## src/rtl/mem_port_arbiter_pkg.sv

```systemverilog
// Shared definitions for the memory port arbiter: FSM encodings, default hold limit,
// port indices and the idle-state grant selection.
package mem_port_arbiter_pkg;

  typedef enum logic [1:0] {
    ARB_IDLE = 2'b00,
    ARB_OWN0 = 2'b01,
    ARB_OWN1 = 2'b10
  } arb_state_e;

  localparam int   HOLD_MAX_DEFAULT = 16;
  localparam logic PORT_CORE        = 1'b0;
  localparam logic PORT_HOST        = 1'b1;

  // Grant choice from an idle bus; on a tie the port not served last wins.
  function automatic arb_state_e idle_pick(input logic r0, input logic r1, input logic last);
    if (r0 && r1) return (last == PORT_CORE) ? ARB_OWN1 : ARB_OWN0;
    if (r0) return ARB_OWN0;
    if (r1) return ARB_OWN1;
    return ARB_IDLE;
  endfunction

endpackage

```

## src/rtl/mem_port_arbiter_beat_cnt.sv

```systemverilog
// arb_beat_cnt: saturating up-counter with synchronous clear, used for the owner beat
// count and for the optional statistics counters.
module arb_beat_cnt #(
  parameter int           W     = 5,
  parameter logic [W-1:0] LIMIT = '1
) (
  input  logic         Clk1,
  input  logic         Reset,
  input  logic         clear,
  input  logic         inc,
  output logic [W-1:0] count,
  output logic         at_limit
);

  logic [W-1:0] count_reg;

  always_ff @(posedge Clk1) begin
    if (Reset || clear) begin
      count_reg <= '0;
    end else if (inc && !at_limit) begin
      count_reg <= count_reg + W'(1);
    end
  end

  assign count    = count_reg;
  assign at_limit = (count_reg == LIMIT);

endmodule

```

## src/rtl/mem_port_arbiter.sv

```systemverilog
// mem_port_arbiter: shares one memory port between the core (port 0) and host (port 1).
// Define ARB_STATS_EN to add the stat_gnt0/stat_gnt1/stat_force counters.
module mem_port_arbiter
  import mem_port_arbiter_pkg::*;
#(
  parameter int AW       = 16,
  parameter int DW       = 16,
  parameter int HOLD_MAX = HOLD_MAX_DEFAULT,
  parameter int CNT_W    = 5
) (
  input  logic          Clk1,
  input  logic          Reset,
  input  logic          req0,
  input  logic          req1,
  input  logic          lock0,
  input  logic          lock1,
  input  logic [AW-1:0] addr0,
  input  logic [AW-1:0] addr1,
  input  logic          rd0,
  input  logic          rd1,
  input  logic          wr0,
  input  logic          wr1,
  input  logic [DW-1:0] wdata0,
  input  logic [DW-1:0] wdata1,
  output logic          gnt0,
  output logic          gnt1,
  output logic [DW-1:0] rdata0,
  output logic [DW-1:0] rdata1,
  output logic          rvalid0,
  output logic          rvalid1,
  output logic [AW-1:0] Addr,
  output logic          RD,
  output logic          WR,
  output logic [DW-1:0] DataOut,
  input  logic [DW-1:0] DataIn
`ifdef ARB_STATS_EN
  ,
  output logic [15:0]   stat_gnt0,
  output logic [15:0]   stat_gnt1,
  output logic [15:0]   stat_force
`endif
);

  localparam logic [CNT_W-1:0] BEAT_LIMIT = CNT_W'(HOLD_MAX - 1);

  genvar gi;

  arb_state_e       state_reg, state_next;
  logic             last_owner_reg;
  logic             owner_valid, owner_sel;
  logic             force0, force1;
  logic             beat_inc, beat_clear, beat_at_limit;
  logic [CNT_W-1:0] beat_count_unused;
  logic [AW-1:0]    own_addr, addr_hold_reg;
  logic [DW-1:0]    own_wdata, dout_hold_reg;
  logic             own_rd, own_wr;
  logic             rd_pend_reg, rd_tag_reg;
  logic [1:0]       rvalid_vec;
  logic [DW-1:0]    rdata_vec [2];

  // Forced handover: unlocked owner has used its beats while the other port waits.
  assign force0 = req0 && !lock0 && req1 && beat_at_limit;
  assign force1 = req1 && !lock1 && req0 && beat_at_limit;

  always_comb begin
    state_next = state_reg;
    case (state_reg)
      ARB_IDLE: state_next = idle_pick(req0, req1, last_owner_reg);
      ARB_OWN0: begin
        if (!req0)       state_next = idle_pick(1'b0, req1, last_owner_reg);
        else if (force0) state_next = ARB_OWN1;
      end
      ARB_OWN1: begin
        if (!req1)       state_next = idle_pick(req0, 1'b0, last_owner_reg);
        else if (force1) state_next = ARB_OWN0;
      end
      default: state_next = ARB_IDLE;
    endcase
  end

  always_ff @(posedge Clk1) begin
    if (Reset) begin
      state_reg      <= ARB_IDLE;
      last_owner_reg <= PORT_HOST;
    end else begin
      state_reg <= state_next;
      if (owner_valid) last_owner_reg <= owner_sel;
    end
  end

  assign beat_inc   = owner_valid && (own_rd || own_wr);
  assign beat_clear = (state_next != state_reg);

  arb_beat_cnt #(.W(CNT_W), .LIMIT(BEAT_LIMIT)) u_beat_cnt (
    .Clk1     (Clk1),
    .Reset    (Reset),
    .clear    (beat_clear),
    .inc      (beat_inc),
    .count    (beat_count_unused),
    .at_limit (beat_at_limit)
  );

  // Bus mux driven from the registered owner; address/data park on the last owner's values.
  assign owner_valid = (state_reg != ARB_IDLE);
  assign owner_sel   = (state_reg == ARB_OWN1);
  assign gnt0        = (state_reg == ARB_OWN0);
  assign gnt1        = (state_reg == ARB_OWN1);
  assign own_addr    = owner_sel ? addr1  : addr0;
  assign own_wdata   = owner_sel ? wdata1 : wdata0;
  assign own_rd      = owner_sel ? rd1    : rd0;
  assign own_wr      = owner_sel ? wr1    : wr0;

  assign WR      = owner_valid && own_wr;
  assign RD      = owner_valid && own_rd && !own_wr;
  assign Addr    = owner_valid ? own_addr  : addr_hold_reg;
  assign DataOut = owner_valid ? own_wdata : dout_hold_reg;

  always_ff @(posedge Clk1) begin
    if (Reset) begin
      addr_hold_reg <= '0;
      dout_hold_reg <= '0;
      rd_pend_reg   <= 1'b0;
      rd_tag_reg    <= PORT_CORE;
    end else begin
      if (owner_valid) begin
        addr_hold_reg <= own_addr;
        dout_hold_reg <= own_wdata;
      end
      rd_pend_reg <= RD;
      if (RD) rd_tag_reg <= owner_sel;
    end
  end

  // Read data returns to the tagged issuer, independent of who owns the bus now.
  for (gi = 0; gi < 2; gi++) begin : g_rport
    logic [DW-1:0] hold_reg;
    assign rvalid_vec[gi] = rd_pend_reg && (rd_tag_reg == 1'(gi));
    always_ff @(posedge Clk1) begin
      if (Reset)               hold_reg <= '0;
      else if (rvalid_vec[gi]) hold_reg <= DataIn;
    end
    assign rdata_vec[gi] = rvalid_vec[gi] ? DataIn : hold_reg;
  end

  assign rvalid0 = rvalid_vec[0];
  assign rvalid1 = rvalid_vec[1];
  assign rdata0  = rdata_vec[0];
  assign rdata1  = rdata_vec[1];

`ifdef ARB_STATS_EN
  logic [2:0]  stat_inc;
  logic [2:0]  stat_sat_unused;
  logic [15:0] stat_cnt [3];

  assign stat_inc[0] = (state_next == ARB_OWN0) && (state_reg != ARB_OWN0);
  assign stat_inc[1] = (state_next == ARB_OWN1) && (state_reg != ARB_OWN1);
  assign stat_inc[2] = ((state_reg == ARB_OWN0) && force0) || ((state_reg == ARB_OWN1) && force1);

  for (gi = 0; gi < 3; gi++) begin : g_stat
    arb_beat_cnt #(.W(16), .LIMIT(16'hFFFF)) u_stat_cnt (
      .Clk1     (Clk1),
      .Reset    (Reset),
      .clear    (1'b0),
      .inc      (stat_inc[gi]),
      .count    (stat_cnt[gi]),
      .at_limit (stat_sat_unused[gi])
    );
  end

  assign stat_gnt0  = stat_cnt[0];
  assign stat_gnt1  = stat_cnt[1];
  assign stat_force = stat_cnt[2];
`endif

endmodule

```

## config.mk

```make
export PLATFORM = sky130hd
export DESIGN_NAME = mem_port_arbiter
export DESIGN_NICKNAME = d
export VERILOG_FILES = /design/src/rtl/mem_port_arbiter_pkg.sv /design/src/rtl/mem_port_arbiter_beat_cnt.sv /design/src/rtl/mem_port_arbiter.sv
export SDC_FILE = /design/constraint.sdc
export NUM_CORES = 1
export LEC_CHECK = 0
export CAP_MARGIN = 20
export CORE_AREA = 2 2 133 70
export CTS_CLUSTER_SIZE = 24
export DETAILED_ROUTE_END_ITERATION = 10
export DIE_AREA = 0 0 135 72
export PLACE_DENSITY = 0.89
export SLEW_MARGIN = 20
export SYNTH_ARGS = -nofsm -noshare
export SYNTH_HDL_FRONTEND = slang
export SYNTH_SLANG_ARGS = --single-unit
```

## constraint.sdc

```tcl
create_clock -name Clk1 -period 2.7 [get_ports Clk1]
set_clock_uncertainty 0.2 [all_clocks]
set_input_delay 0.405 -clock Clk1 [delete_from_list [all_inputs] [get_ports Clk1]]
set_output_delay 0.405 -clock Clk1 [all_outputs]
set_load 0.05 [all_outputs]
```

==> results.cfg, run 1 <==
[outcome]
status = complete, no violations

[die]
ios = 160
dieArea_mm2 = 0.00972
die_y_um = 72
initial_core_util_pct = 39.2
die_x_um = 135
coreArea_mm2 = 0.00853
rows = 24

[critical_path]
max_stage_delay_ps = 500
critPathTopFamily = buffers and inverters
end_kind = output pin
cpMaxStageDelayCell = buf_4
cp_max_fo = 36
critPathBufInv = 2
path_class = reg -> out
path_cells = buf_4 -> mux2i_1 -> o21ai_1 -> buf_12
rr_startpoint = u_beat_cnt.count[0]
worstPathRequired_ps = 2100
critPathArrivalTime_ps = 1930
crit_path_start_kind = register
startpoint = state_reg[1]

[clock_network]
clockBufferDepth = 2
cts_tree = done
clkSlewWorstSetupHoldPaths_ps = 60
cts_root_buf = clkbuf_16
clkLatencyLatePin_ps = 330
ctsHoldBuffers = 0
cts.sinks = 74
h-tree-depth = 3
cts_made_buffers = 9

[synth]
syn_avg_cell_area_um2 = 9.54
syn_area_mm2 = 0.00334
synth_fp_nets = 442
synth_edf_count = 0
ys_warn_count = 0
ys.flop_type = dfxtp_1
yosysSeqAreaShare_pct = 44.3
async_flop_share_pct = 0
synth_seq_cells = 74
synth.distinct_cells = 36
syn-instance-count = 350

[detailed_routing]
postRouteAntennaNets = 0
viasPerCell = 4.69
wirelength_um = 8860
vias = 2933
drt-wirelength-per-cell_um = 14.2
drtPass1Iterations = 4
drcViolationCount = 0
drt_iter0_drc = 131

[placed_design]
dp_slack_ps = 437
gp_congestion = 0.865
hpwlAfterDp_um = 6510
io_buffers = 159

[global_routing]
antenna_found_initial = 0
grt_overflow_total = 0
grtUsageTotal_pct = 18.4
grt_pass1_wl_um = 14000
grt_pass1_vias = 2915
grt_max_degree = 37

[final_layout]
largest_reg_flops = 32
fillers = 726
drive_gt1_share_pct = 19.3
area_growth_pct = 54.8
antenna_cells = 0
nets = 596

[timing]
holdWs_ps = 307
finalCritPeriodShare_pct = 93.8
fin_tns_setup_ps = 0
drv_slew = 0
hold_violations = 0
worst_slack_ps = 168
finalSetupViolCount = 0
tightest_slew_ps = 571
post-route-min-period_ps = 2530
rsz0062_at_grt = false
max_slew_margin_pct = 62.0
fmax_mhz = 395

[power]
swShare_pct = 30.0
power_frac_clock_pct = 36.3
p_per_area_mw_per_mm2 = 566
internal_power_uw = 2050
p_leak_uw = 0.00218
switchingPower_uw = 878
vdd_drop_max_mv = 0.327
pwr-share-comb_pct = 24.4
seqPwrFrac_pct = 39.4

[hold_path]
hold_path_startpoint = rd_tag_reg
hold_class = reg -> reg

[run]
drv_cap = 0
-- kinds of logic (layout without fill, tap and decap cells) --
family	Yosys count	after routing	synth area share [%]
multiplexers	64	64	20.4
AO/OA/AOI/OAI	57	57	10.3
AND/OR/NAND/NOR	125	125	20.5
adder cells (fa/ha/maj)	2	2	0.749
flip-flops	74	74	44.3
buffers and inverters	28	186	3.67
-- power groups by stage --
stage	Sequential, uW	Combinational [uW]	Clock [uW]
final	1150	714	1060
after global routing	1160	756	1140
after CTS	1150	718	1080
after global placement	1170	708	0
after floorplan	1170	429	0
after detailed placement	1180	714	0
-- worst register-to-register path, delay by kind of cell, from the launching register on --
family	cells	cell delay (ps)
AOI/OAI and AO/OA	3	740
adders and majority gates	2	480
DFF	1	340
and+or+nand+nor	2	430
-- cell type report --
cell class                      instances  area [um^2]  area share (%)
Inverter                                5         18.8           0.363
Tap cell                              117          146            2.83
Sequential cell                        74         1480            28.7
Multi-Input combinational cell        248         1740            33.6
Clock inverter                          5         32.5           0.629
Clock buffer                           10          229            4.43
Timing Repair Buffer                  166         1520            29.4
-- per-layer routing --
layer  share of wire, %  up-vias  global-route usage (%)  wire length (um)
met5                  0        -                       0                 0
met1                 41     1354                    20.2              3590
met3                4.0       21                    5.17               354
met4                2.9        0                    7.87               259
met2                 53       61                    33.8              4660
li1                   -     1497                       -                 -
-- through the flow --
| step | utilization [%] | power [uW] | instance area (um^2) | instances |
|---|---|---|---|---|
| after floorplan | - | 1600 | 3340 | 350 |
| after global placement | 57.5 | 1880 | 4910 | 610 |
| after detailed placement | 57.5 | 1890 | 4910 | 610 |
| after CTS | 60.6 | 2950 | 5170 | 625 |
| after global routing | 60.7 | 3050 | 5170 | 625 |
| final | 60.7 | 2930 | 5170 | 625 |
-- synth_stat cells (4+ instances only) --
library cell | instances | area, um^2
o21ai_1 | 34 | 170
dfxtp_1 | 74 | 1480
mux2_1 | 32 | 360
clkbuf_1 | 15 | 56.3
mux2i_1 | 32 | 320
nand2_1 | 36 | 135
nor2b_1 | 66 | 413
inv_1 | 4 | 15.0
a21oi_1 | 4 | 20.0
o21ai_0 | 5 | 25.0
nor2_1 | 5 | 18.8
buf_2 | 5 | 25.0
nand2b_1 | 5 | 31.3
-- path summary, 6_finish.rpt --
path	end	slack, ps	cells past startpoint
max	Addr[10]	170	4
min	rd_tag_reg	310	2
max reg2reg	u_beat_cnt.count[4]	420	7
min reg2reg	rd_tag_reg	310	2
-- placed cells by master, fill, tap and decap left out, types with 2 or more instances in the layout --
cell	count
clkbuf_16	9
o21ai_1	34
nor2b_1	65
nand2_1	36
a211oi_1	3
o21ai_0	5
clkinv_2	3
buf_4	70
dfxtp_2	2
ha_1	2
inv_1	4
nand3b_1	3
nor2_1	5
nand3_1	2
clkdlybuf4s50_1	90
or3_1	2
dfxtp_1	72
mux2i_1	32
mux2_1	32
nor3_1	2
clkinv_4	2
buf_12	4
nand2b_1	5
a21oi_1	4
-- what timing repair did --
item / CTS / global route
setup buffers: 0 / 0
gates resized for setup: 0 / 1
endpoints found under the setup margin: 0 / 5
Note: power is estimated with default switching activity, not from simulation.
==> run 2, diff against run 1 <==
--- a/config.mk
+++ b/config.mk
@@ -11,6 +11,7 @@
 export DETAILED_ROUTE_END_ITERATION = 10
 export DIE_AREA = 0 0 135 72
 export PLACE_DENSITY = 0.89
+export REMOVE_ABC_BUFFERS = 1
 export SLEW_MARGIN = 20
 export SYNTH_ARGS = -nofsm -noshare
 export SYNTH_HDL_FRONTEND = slang
==> constraint.sdc (replaced) <==
create_clock -name Clk1 -period 2.6 [get_ports Clk1]
set_clock_uncertainty 0.2 [all_clocks]
set_input_delay 0.39 -clock Clk1 [delete_from_list [all_inputs] [get_ports Clk1]]
set_output_delay 0.39 -clock Clk1 [all_outputs]
set_load 0.05 [all_outputs]
==> run 2 against run 1 <==
- non-clock buffer count did not move
- critical path depth did not move
- via count rose by 0.41%
- worst hold slack got worse by 13 ps
- core utilization rose by 1.0 points
- count of clock-buffer cells in the layout fell by 1
- total power rose by 11%
- sequential share of layout area fell by 0.47 points
- final cell count rose by 0.16%
- worst setup slack improved by 110 ps
- cell area rose by 1.7%
- combinational power rose by 4.1%
- critical endpoint is now Addr[12]
- largest cell class unchanged
==> results.cfg, run 2 (same netlist as run 1, synthesis figures left out) <==
[hold_path]
worst_hold_path.num_cells = 2
hold_end = rd_tag_reg
hold_class = reg -> reg
hold_path_startpoint = rd_tag_reg

[clock_network]
cts_tree = done
clkSlewWorstSetupHoldPaths_ps = 60
cts_made_buffers = 9
cts.sinks = 74
clkLatencyLatePin_ps = 330
post_cts_buffers = 0
cts_root_buf = clkbuf_16
clockBufferDepth = 2
cts-resized-gates = 0
ctsHoldBuffers = 0
h-tree-depth = 3

[die]
coreArea_mm2 = 0.00853
ios = 160
initial_core_util_pct = 39.2
die_x_um = 135
dieArea_mm2 = 0.00972
die_y_um = 72
rows = 24

[timing]
holdWs_ps = 293
worst_slack_ps = 280
drv_slew = 0
tightest_slew_ps = 489
rsz0062_at_grt = false
fin_tns_setup_ps = 0
fmax_mhz = 431
max_slew_margin_pct = 67.4
hold_violations = 0
finalSetupViolCount = 0
finalCritPeriodShare_pct = 89.2
post-route-min-period_ps = 2320

[final_layout]
fillers = 705
drive_gt1_share_pct = 20.0
layout_commonest_cell = clkdlybuf4s50_1
fin_util_pct = 61.7
area_growth_pct = 57.4
largest_reg_flops = 32
nets = 596
antenna_cells = 0
final_cell_mix = clkdlybuf4s50_1, dfxtp_1, buf_4, nor2b_1, nand2_1

[critical_path]
r2r_slack_ps = 310
max_stage_delay_ps = 390
critPathBufInv = 2
rr_worst_depth = 7
cp_max_fo = 24
rr_startpoint = u_beat_cnt.count[0]
critPathTopFamily = buffers and inverters
path_class = reg -> out
reg2reg_to = u_beat_cnt.count[4]
cpMaxStageDelayCell = buf_4
path_cells = buf_4 -> mux2i_1 -> o21ai_1 -> buf_12
worstPathRequired_ps = 2010
end_kind = output pin
crit_path_start_kind = register
critPathArrivalTime_ps = 1730
startpoint = state_reg[1]

[global_routing]
grtUsageTotal_pct = 17.8
grt_pass1_wl_um = 13700
grt_max_degree = 70
grt_pass1_vias = 2869
antenna_found_initial = 0
grt_overflow_total = 0

[placed_design]
hpwlAfterDp_um = 6210
io_buffers = 159
dp_slack_ps = 350
gp_congestion = 0.800

[detailed_routing]
wirelength_um = 8650
drtPass1Iterations = 4
drcViolationCount = 0
viasPerCell = 4.70
postRouteAntennaNets = 0
drt_iter0_drc = 149
vias = 2945
drt-wirelength-per-cell_um = 13.8

[power]
design_power_total_uw = 3250
vdd_drop_max_mv = 0.400
p_leak_uw = 0.00221
p_per_area_mw_per_mm2 = 619

[outcome]
status = complete, no violations

[run]
drv_cap = 0
-- run 2: changes by cell type in the layout (fill, tap and decap cells not counted), sizes merged --
cell           before  now
bufinv              0    2
clkinv              5    3
clkbuf             10    9
buf                76   78
clkinvlp            0    2
clkdlybuf4s50      90   88
-- run 2: worst min-delay path, cell delays in order, from the launching register on --
cell	delay, ps
dfxtp_1	330
nand2_1	60
a21oi_1	60
-- run 2: area by class of cell --
type                       instances  area, um^2  share of cell area (%)
timing repair buffer             166        1550                    29.5
clock inverter                     7        93.8                    1.78
sequential                        74        1480                    28.2
tap                              117         146                    2.78
inverter                           5        18.8                   0.357
clock buffer                       9         225                    4.28
multi-input combinational        248        1740                    33.1
-- run 2: where the power goes --
part	switching [uW]	internal (uW)
clock	473	837
sequential	20.2	1180
combinational	425	318
total	918	2330
-- run 2: metal layers --
layer | up-vias | routed length [um] | track usage, %
met2 | 81 | 4460 | 32.0
li1 | 1505 | - | -
met1 | 1342 | 3570 | 20.0
met4 | 0 | 206 | 7.75
met3 | 17 | 421 | 5.38
met5 | - | 0 | 0
-- run 2: how the worst max path moves through the flow --
stage	end	slack [ps]	cells after the start
floorplan	RD	-580	4
global placement	u_beat_cnt.count[4]	420	7
detailed placement	u_beat_cnt.count[4]	350	7
CTS	Addr[12]	260	4
global route	u_beat_cnt.count[0]	170	7
finish	Addr[12]	280	4
-- run 2: metrics by stage --
| step | std cells | cell area [um^2] |
|---|---|---|
| 5_1_grt | 626 | 5260 |
| 2_1_floorplan | 327 | 3240 |
| 6_report | 626 | 5260 |
| 3_5_place_dp | 610 | 4940 |
| 4_1_cts | 626 | 5260 |
| 3_3_place_gp | 610 | 4940 |
